**config.mk**
```make
export PLATFORM = sky130hd
export DESIGN_NAME = exe_stage_mc
export DESIGN_NICKNAME = d
export VERILOG_FILES = /design/src/rtl/exe_stage_mc.sv
export SDC_FILE = /design/constraint.sdc
export NUM_CORES = 1
export LEC_CHECK = 0
export ABC_AREA = 0
export CAP_MARGIN = 20
export CELL_PAD_IN_SITES_DETAIL_PLACEMENT = 0
export CELL_PAD_IN_SITES_GLOBAL_PLACEMENT = 1
export CORE_MARGIN = 4
export CORE_UTILIZATION = 38
export CTS_CLUSTER_DIAMETER = 120
export DETAILED_ROUTE_END_ITERATION = 6
export PLACE_DENSITY = 0.83
export SYNTH_ARGS = -nofsm -noshare
export SYNTH_HDL_FRONTEND = slang
export SYNTH_SLANG_ARGS = --single-unit
```
**constraint.sdc**
```tcl
create_clock -name clk -period 8.1 [get_ports clk]
set_input_delay 0.81 -clock clk [delete_from_list [all_inputs] [get_ports clk]]
set_output_delay 0.81 -clock clk [all_outputs]
set_load 0.02 [all_outputs]
```
**src/rtl/exe_stage_mc.sv**
```systemverilog
// exe_stage_mc: multi-cycle execute stage between decode and LSU.
// Provides valid/ready handshakes on both sides, an XLEN-generic ALU,
// N-source operand forwarding with index 0 as the highest priority,
// and a registered branch/jump redirect to fetch.
// Optional build macro: EXE_ITER_SHIFT_EN. When it is defined, non-zero
// shifts run on an iterative shifter that moves SHIFT_STEP bits per cycle.
// When it is undefined, a single-cycle barrel shifter is used and busy is 0.
module exe_stage_mc #(
  parameter int XLEN       = 32,
  parameter int NUM_FWD    = 2,
  parameter int SHIFT_STEP = 1
) (
  input  logic                    clk,
  input  logic                    rst,
  input  logic                    flush,
  input  logic                    in_valid,
  output logic                    in_ready,
  input  logic [3:0]              alu_op,
  input  logic                    opr1_sel,
  input  logic                    opr2_sel,
  input  logic                    cmp_opr2_sel,
  input  logic [2:0]              branch_op,
  input  logic                    branch_req,
  input  logic                    jump_req,
  input  logic [XLEN-1:0]         pc,
  input  logic [XLEN-1:0]         imm,
  input  logic [XLEN-1:0]         rs1_data,
  input  logic [XLEN-1:0]         rs2_data,
  input  logic [4:0]              rd_addr,
  input  logic                    rd_wr_req,
  input  logic [NUM_FWD-1:0]      fwd_rs1_sel,
  input  logic [NUM_FWD-1:0]      fwd_rs2_sel,
  input  logic [NUM_FWD*XLEN-1:0] fwd_data,
  output logic                    out_valid,
  input  logic                    out_ready,
  output logic [XLEN-1:0]         out_alu_result,
  output logic [XLEN-1:0]         out_rs2_data,
  output logic [4:0]              out_rd_addr,
  output logic                    out_rd_wr_req,
  output logic                    out_new_pc_req,
  output logic [XLEN-1:0]         out_pc_new,
  output logic                    busy
);

  localparam int SHW = $clog2(XLEN);

  localparam logic [3:0] OP_ADD   = 4'd0;
  localparam logic [3:0] OP_SUB   = 4'd1;
  localparam logic [3:0] OP_AND   = 4'd2;
  localparam logic [3:0] OP_OR    = 4'd3;
  localparam logic [3:0] OP_XOR   = 4'd4;
  localparam logic [3:0] OP_SLL   = 4'd5;
  localparam logic [3:0] OP_SRL   = 4'd6;
  localparam logic [3:0] OP_SRA   = 4'd7;
  localparam logic [3:0] OP_SLT   = 4'd8;
  localparam logic [3:0] OP_SLTU  = 4'd9;
  localparam logic [3:0] OP_COPY1 = 4'd10;
  localparam logic [3:0] OP_COPY2 = 4'd11;

  localparam logic [2:0] BR_NONE = 3'd0;
  localparam logic [2:0] BR_EQ   = 3'd1;
  localparam logic [2:0] BR_NE   = 3'd2;
  localparam logic [2:0] BR_LT   = 3'd3;
  localparam logic [2:0] BR_GE   = 3'd4;
  localparam logic [2:0] BR_LTU  = 3'd5;
  localparam logic [2:0] BR_GEU  = 3'd6;

  // Reject illegal configurations at elaboration time
  if (!((XLEN == 32) || (XLEN == 64))) begin : g_bad_xlen
    $error("exe_stage_mc: XLEN must be 32 or 64");
  end
  if ((SHIFT_STEP < 1) || (SHIFT_STEP > XLEN) ||
      ((SHIFT_STEP & (SHIFT_STEP - 1)) != 0)) begin : g_bad_step
    $error("exe_stage_mc: SHIFT_STEP must be a power of 2 no larger than XLEN");
  end

  // Priority forwarding pick: the lowest-index hit wins, else the decode value.
  function automatic logic [XLEN-1:0] fwd_pick(
    input logic [NUM_FWD-1:0]      sel,
    input logic [NUM_FWD*XLEN-1:0] data,
    input logic [XLEN-1:0]         dflt
  );
    logic [XLEN-1:0] r;
    r = dflt;
    for (int i = NUM_FWD - 1; i >= 0; i--) begin
      r = sel[i] ? data[i*XLEN +: XLEN] : r;
    end
    return r;
  endfunction

  logic [XLEN-1:0] rs1_res;
  logic [XLEN-1:0] rs2_res;
  logic [XLEN-1:0] opr1;
  logic [XLEN-1:0] opr2;
  logic [XLEN-1:0] cmp_opr2;
  logic [XLEN:0]   cmp;
  logic            ovf;
  logic            lt;
  logic            ltu;
  logic            eq;
  logic [SHW-1:0]  shamt;
  logic [XLEN-1:0] alu_res;
  logic            branch_res;
  logic            new_pc_req;
  logic            accept;

  logic            wr_en;
  logic [XLEN-1:0] wr_result;
  logic [XLEN-1:0] wr_rs2;
  logic [4:0]      wr_rd;
  logic            wr_rd_req;
  logic            wr_pc_req;

  // Resolve forwarded operands, select ALU/compare operands, run the compare
  always_comb begin
    rs1_res  = fwd_pick(fwd_rs1_sel, fwd_data, rs1_data);
    rs2_res  = fwd_pick(fwd_rs2_sel, fwd_data, rs2_data);
    opr1     = opr1_sel ? pc : rs1_res;
    opr2     = opr2_sel ? imm : rs2_res;
    cmp_opr2 = cmp_opr2_sel ? imm : rs2_res;
    cmp      = {1'b0, rs1_res} - {1'b0, cmp_opr2};
    // signed overflow of rs1 - cmp_opr2: operand signs differ and result sign flips
    ovf      = (rs1_res[XLEN-1] ^ cmp_opr2[XLEN-1]) & (cmp[XLEN-1] ^ rs1_res[XLEN-1]);
    lt       = cmp[XLEN-1] ^ ovf;
    ltu      = cmp[XLEN];
    eq       = (cmp[XLEN-1:0] == {XLEN{1'b0}});
    shamt    = opr2[SHW-1:0];
  end

  // Single-cycle ALU result
  always_comb begin
    alu_res = {XLEN{1'b0}};
    case (alu_op)
      OP_ADD:   alu_res = opr1 + opr2;
      OP_SUB:   alu_res = opr1 - opr2;
      OP_AND:   alu_res = opr1 & opr2;
      OP_OR:    alu_res = opr1 | opr2;
      OP_XOR:   alu_res = opr1 ^ opr2;
`ifdef EXE_ITER_SHIFT_EN
      // only a zero shift amount finishes here; others run in the SHIFT state
      OP_SLL:   alu_res = opr1;
      OP_SRL:   alu_res = opr1;
      OP_SRA:   alu_res = opr1;
`else
      OP_SLL:   alu_res = opr1 << shamt;
      OP_SRL:   alu_res = opr1 >> shamt;
      OP_SRA:   alu_res = $unsigned($signed(opr1) >>> shamt);
`endif
      OP_SLT:   alu_res = {{(XLEN-1){1'b0}}, lt};
      OP_SLTU:  alu_res = {{(XLEN-1){1'b0}}, ltu};
      OP_COPY1: alu_res = opr1;
      OP_COPY2: alu_res = opr2;
      default:  alu_res = {XLEN{1'b0}};
    endcase
  end

  // Branch condition and redirect request
  always_comb begin
    branch_res = 1'b0;
    case (branch_op)
      BR_NONE: branch_res = 1'b0;
      BR_EQ:   branch_res = eq;
      BR_NE:   branch_res = ~eq;
      BR_LT:   branch_res = lt;
      BR_GE:   branch_res = ~lt;
      BR_LTU:  branch_res = ltu;
      BR_GEU:  branch_res = ~ltu;
      default: branch_res = 1'b0;
    endcase
    new_pc_req = jump_req | (branch_req & branch_res);
  end

  assign accept = in_valid & in_ready;

`ifdef EXE_ITER_SHIFT_EN
  localparam int CW = SHW + 1;

  typedef enum logic [0:0] {
    ST_IDLE  = 1'b0,
    ST_SHIFT = 1'b1
  } state_t;

  state_t          state;
  state_t          nxt_state;
  logic            is_shift;
  logic            start_iter;
  logic            sh_done;
  logic [XLEN-1:0] sh_val;
  logic [XLEN-1:0] sh_val_nxt;
  logic [CW-1:0]   sh_rem;
  logic [CW-1:0]   sh_rem_nxt;
  logic [CW-1:0]   sh_step;
  logic [3:0]      sh_op;
  logic [XLEN-1:0] sh_rs2;
  logic [4:0]      sh_rd;
  logic            sh_rd_req;
  logic            sh_pc_req;

  // An accepted shift with a non-zero amount goes to the iterative shifter
  always_comb begin
    is_shift   = (alu_op == OP_SLL) | (alu_op == OP_SRL) | (alu_op == OP_SRA);
    start_iter = accept & is_shift & (shamt != {SHW{1'b0}});
  end

  // One shifter step of min(SHIFT_STEP, remaining) bits
  always_comb begin
    sh_step    = (sh_rem < CW'(SHIFT_STEP)) ? sh_rem : CW'(SHIFT_STEP);
    sh_rem_nxt = sh_rem - sh_step;
    sh_val_nxt = sh_val;
    case (sh_op)
      OP_SLL:  sh_val_nxt = sh_val << sh_step;
      OP_SRL:  sh_val_nxt = sh_val >> sh_step;
      OP_SRA:  sh_val_nxt = $unsigned($signed(sh_val) >>> sh_step);
      default: sh_val_nxt = sh_val;
    endcase
    sh_done = (state == ST_SHIFT) & (sh_rem_nxt == {CW{1'b0}});
  end

  // Next-state logic; flush always returns to IDLE
  always_comb begin
    nxt_state = state;
    if (flush) begin
      nxt_state = ST_IDLE;
    end else begin
      case (state)
        ST_IDLE: begin
          if (start_iter) nxt_state = ST_SHIFT;
          else            nxt_state = ST_IDLE;
        end
        ST_SHIFT: begin
          if (sh_done) nxt_state = ST_IDLE;
          else         nxt_state = ST_SHIFT;
        end
        default: nxt_state = ST_IDLE;
      endcase
    end
  end

  // State register
  always_ff @(posedge clk) begin
    if (rst) state <= ST_IDLE;
    else     state <= nxt_state;
  end

  // Shifter working value, remaining count and the side-band fields of the op
  always_ff @(posedge clk) begin
    if (rst) begin
      sh_val    <= {XLEN{1'b0}};
      sh_rem    <= {CW{1'b0}};
      sh_op     <= 4'd0;
      sh_rs2    <= {XLEN{1'b0}};
      sh_rd     <= 5'd0;
      sh_rd_req <= 1'b0;
      sh_pc_req <= 1'b0;
    end else if (start_iter) begin
      sh_val    <= opr1;
      sh_rem    <= {1'b0, shamt};
      sh_op     <= alu_op;
      sh_rs2    <= rs2_res;
      sh_rd     <= rd_addr;
      sh_rd_req <= rd_wr_req;
      sh_pc_req <= new_pc_req;
    end else if (state == ST_SHIFT) begin
      sh_val    <= sh_val_nxt;
      sh_rem    <= sh_rem_nxt;
    end else begin
      sh_val    <= sh_val;
      sh_rem    <= sh_rem;
    end
  end

  // Output-register write source: finished shift or a single-cycle op
  always_comb begin
    wr_en = sh_done | (accept & ~start_iter);
    if (sh_done) begin
      wr_result = sh_val_nxt;
      wr_rs2    = sh_rs2;
      wr_rd     = sh_rd;
      wr_rd_req = sh_rd_req;
      wr_pc_req = sh_pc_req;
    end else begin
      wr_result = alu_res;
      wr_rs2    = rs2_res;
      wr_rd     = rd_addr;
      wr_rd_req = rd_wr_req;
      wr_pc_req = new_pc_req;
    end
  end

  assign in_ready = ~rst & (state == ST_IDLE) & (~out_valid | out_ready);
  assign busy     = (state == ST_SHIFT);
`else
  // Output-register write source: every accepted op completes in one cycle
  always_comb begin
    wr_en     = accept;
    wr_result = alu_res;
    wr_rs2    = rs2_res;
    wr_rd     = rd_addr;
    wr_rd_req = rd_wr_req;
    wr_pc_req = new_pc_req;
  end

  assign in_ready = ~rst & (~out_valid | out_ready);
  assign busy     = 1'b0;
`endif

  // Output register: cleared by reset/flush, loaded on write, drained on out_ready
  always_ff @(posedge clk) begin
    if (rst || flush) begin
      out_valid      <= 1'b0;
      out_alu_result <= {XLEN{1'b0}};
      out_rs2_data   <= {XLEN{1'b0}};
      out_rd_addr    <= 5'd0;
      out_rd_wr_req  <= 1'b0;
      out_new_pc_req <= 1'b0;
      out_pc_new     <= {XLEN{1'b0}};
    end else if (wr_en) begin
      out_valid      <= 1'b1;
      out_alu_result <= wr_result;
      out_rs2_data   <= wr_rs2;
      out_rd_addr    <= wr_rd;
      out_rd_wr_req  <= wr_rd_req;
      out_new_pc_req <= wr_pc_req;
      out_pc_new     <= {wr_result[XLEN-1:2], 2'b00};
    end else if (out_ready) begin
      out_valid      <= 1'b0;
    end else begin
      out_valid      <= out_valid;
    end
  end

endmodule
```
==> reports/qor.yml <==
cells_and_area:
  area_delta_synth_final_pct: 23.7
  n_fill_cell: 4001
  fin_area_um2: 19100
  drive_above_1_share: 0.0693
  multiInputGateArea_um2: 12700
  layout_common_cells: "clkdlybuf4s50_1 (316), nand2_1 (228), mux2i_1 (213)"
  final-seq-area_um2: 1440
  final_common_cell: "clkdlybuf4s50_1"
  fin_nets: 2712
synth:
  synth_adder_area_share: 0.109
  synth_flop_cell: "dfxtp_1"
  ys_async_sr_fraction: 0
  synth_area_leaders: "mux2i_1 (14%), ha_1 (11%), dfxtp_1 (9.3%), a21oi_1 (6.6%), nand2_1 (5.6%)"
  ys_seq_area_frac: 0.0934
  synth_area_um2: 15400
  ys_ff_latch: 72
  synthSimpleGateAreaFrac: 0.179
  synth-edff-count: 0
  avgSynthCellArea_um2: 7.16
  muxShareOfSynthArea: 0.198
  syn_inst: 2153
  yosysWarnings: 0
  synth_cell_types: 90
  synth_compound_area_frac: 0.296
  synth_top_family_by_area: "compound AO/OA/AOI/OAI gates"
  synth_top_area_cell: "mux2i_1"
  synth-xor-area-share: 0.0375
  yosys.area.top_type_share: 0.139
hold_path:
  hp-class: "flip-flop to flip-flop"
sta:
  clock_skew_ns: 0.0157
  tightest_slew_ns: 1.18
  finalCritPeriodShare: 0.861
  hold_ws_ns: 0.457
  final-hold-violation-count: 0
  rsz0062_at_grt: "no"
  relSlewSlack: 0.208
  fin_crit_ns: 6.97
  timing.fmax_ghz: 0.143
  drv_slew: 0
  final-setup-viol-count: 0
  setup_tns_ns: 0
placed_design:
  routabilityCongestion: 0.976
  port-buffer-count: 321
  dpl.hpwl_mm: 64.7
  dpl_cell_area_um2: 18800
clock_tree:
  worst_skew_pair.late_latency_ns: 0.38
  cts_inserted_buffers: 9
  cts.clk_slew.worst_paths_ns: 0.09
  cts_tree: "built"
  clockRootBuffer: "clkbuf_16"
  post_cts_buffers: 0
  clockBufferDepth: 2
  cts_resized: 0
  cts_hold_buf: 0
  h-tree-depth: 3
  cts_sinks: 72
die:
  die_area_um2: 43900
  die_y_um: 209
  row_count: 73
  start_util: 0.386
  coreArea_um2: 39900
  pin_count: 325
  die-width_um: 209
power:
  p_leak_nw: 7.89
  finalPower_mw: 2.50
  powerDensity_nw_per_um2: 131
  irDropWorstVdd_v: 0.000118
worst_setup_path:
  worst_ep_required_time_ns: 8.42
  cp.arrival_ns: 7.30
  crit_top_cell: "o2111ai_1"
  crit_path_max_incr_delay_ns: 0.51
  worstPathMaxFanout: 17
  critPathKind: "input port to flip-flop"
  start_kind: "input port"
  crit_path_top_delay_cell: "o31ai_1"
  crit_path_end_kind: "flip-flop"
detailed_routing:
  drt_iter0_markers: 1935
  routed_wl_mm: 81.1
  firstDrtPassIters: 7
  detail-route-antenna-nets: 0
  via_count: 18200
  drt-wirelength-per-cell_um: 28.0
  viasPerCell: 6.31
  drc_errors: 0
grt:
  first_global_vias: 17600
  track_usage: 0.351
  grt_overflow_total: 0
  grt_max_degree: 61
  grt_first_pass_wirelength_mm: 117
  antenna_found_initial: 2
run_status:
  status: "finished clean"
flow_run:
  max-cap-violations: 0
cell usage after synthesis (all sizes together), types with 6 or more instances:
cell     count
nor2       181
o21a        34
xnor2       50
a211oi      31
and2        14
nand3       44
dfxtp       72
buf         94
a221oi      40
o21bai       9
mux2i      216
nor2b       14
nor3        22
ha         130
nand2b      21
inv        116
a21o        26
o211ai      25
mux4         6
o221ai      10
xor2        16
a31oi       19
o21ai      135
nor4        11
o32ai        8
o2111ai      7
or4          6
nand3b      10
mux2        65
a311oi       6
nand2      229
a21oi      203
a2111oi      6
o31ai       13
nand4       13
o22ai       20
clkbuf      81
a211o       10
and3        12
a22oi       29
or3         10
a32o         8
logic make-up after synthesis:
kind of cell,after synthesis
mux,287
flops,72
simple gates,607
other cells,1
buf+inv,292
xor+xnor,66
fa+ha+maj,133
compound gates,695
report_power, final:
part	switching, mW	total [mW]	internal (mW)
Combinational	1.04	1.68	0.637
Clock	0.238	0.453	0.215
Sequential	0.00673	0.368	0.361
Total	1.29	2.50	1.21
layout make-up:
class	instances	area share
clock buffer	9	0.0118
antenna	2	0.000262
sequential	72	0.0756
inverter	117	0.0230
timing repair buffer	369	0.186
tap	525	0.0344
clock inverter	7	0.00315
multi-input combinational	1791	0.666
registers in the layout, summed over array words and instances, names as in the netlist:
signal / cells
out_rd_addr: 5
out_valid: 1
out_alu_result: 32
out_rs2_data: 32
out_new_pc_req: 1
out_rd_wr_req: 1
routing by layer:
metal / vias to the layer above / track usage / wire (µm)
met5: - / 0 / 13
met4: 2 / 0.184 / 4930
met3: 192 / 0.0617 / 7030
met2: 1033 / 0.566 / 36700
met1: 8695 / 0.447 / 32400
li1: 8318 / - / -
through the flow:
stage / worst slack, ns / std cells / utilization
after detailed placement: 0.796 / 2874 / 0.471
after global placement: 0.988 / 2874 / 0.471
after floorplan: 1.69 / 2155 / -
after global routing: 0.725 / 2890 / 0.478
final: 1.13 / 2892 / 0.478
after CTS: 1.19 / 2890 / 0.478
worst max-delay path: cells and delay by family:
family / cells / cell delay, ns
adders and majority gates: 2 / 0.44
muxes: 2 / 0.60
buffers and inverters: 3 / 1.00
AOI/OAI and AO/OA: 12 / 2.86
and+or+nand+nor: 7 / 1.58
worst paths after layout:
path	from	to	slack [ns]	cells past startpoint
worst max-delay path	fwd_rs1_sel[1]	out_new_pc_req	1.13	26
worst max register to register	out_valid	out_alu_result[20]	5.24	8
worst min-delay path	out_rs2_data[6]	out_rs2_data[6]	0.46	2
worst min register to register	out_rs2_data[6]	out_rs2_data[6]	0.46	2
Note: power is estimated with default switching activity, not from simulation.
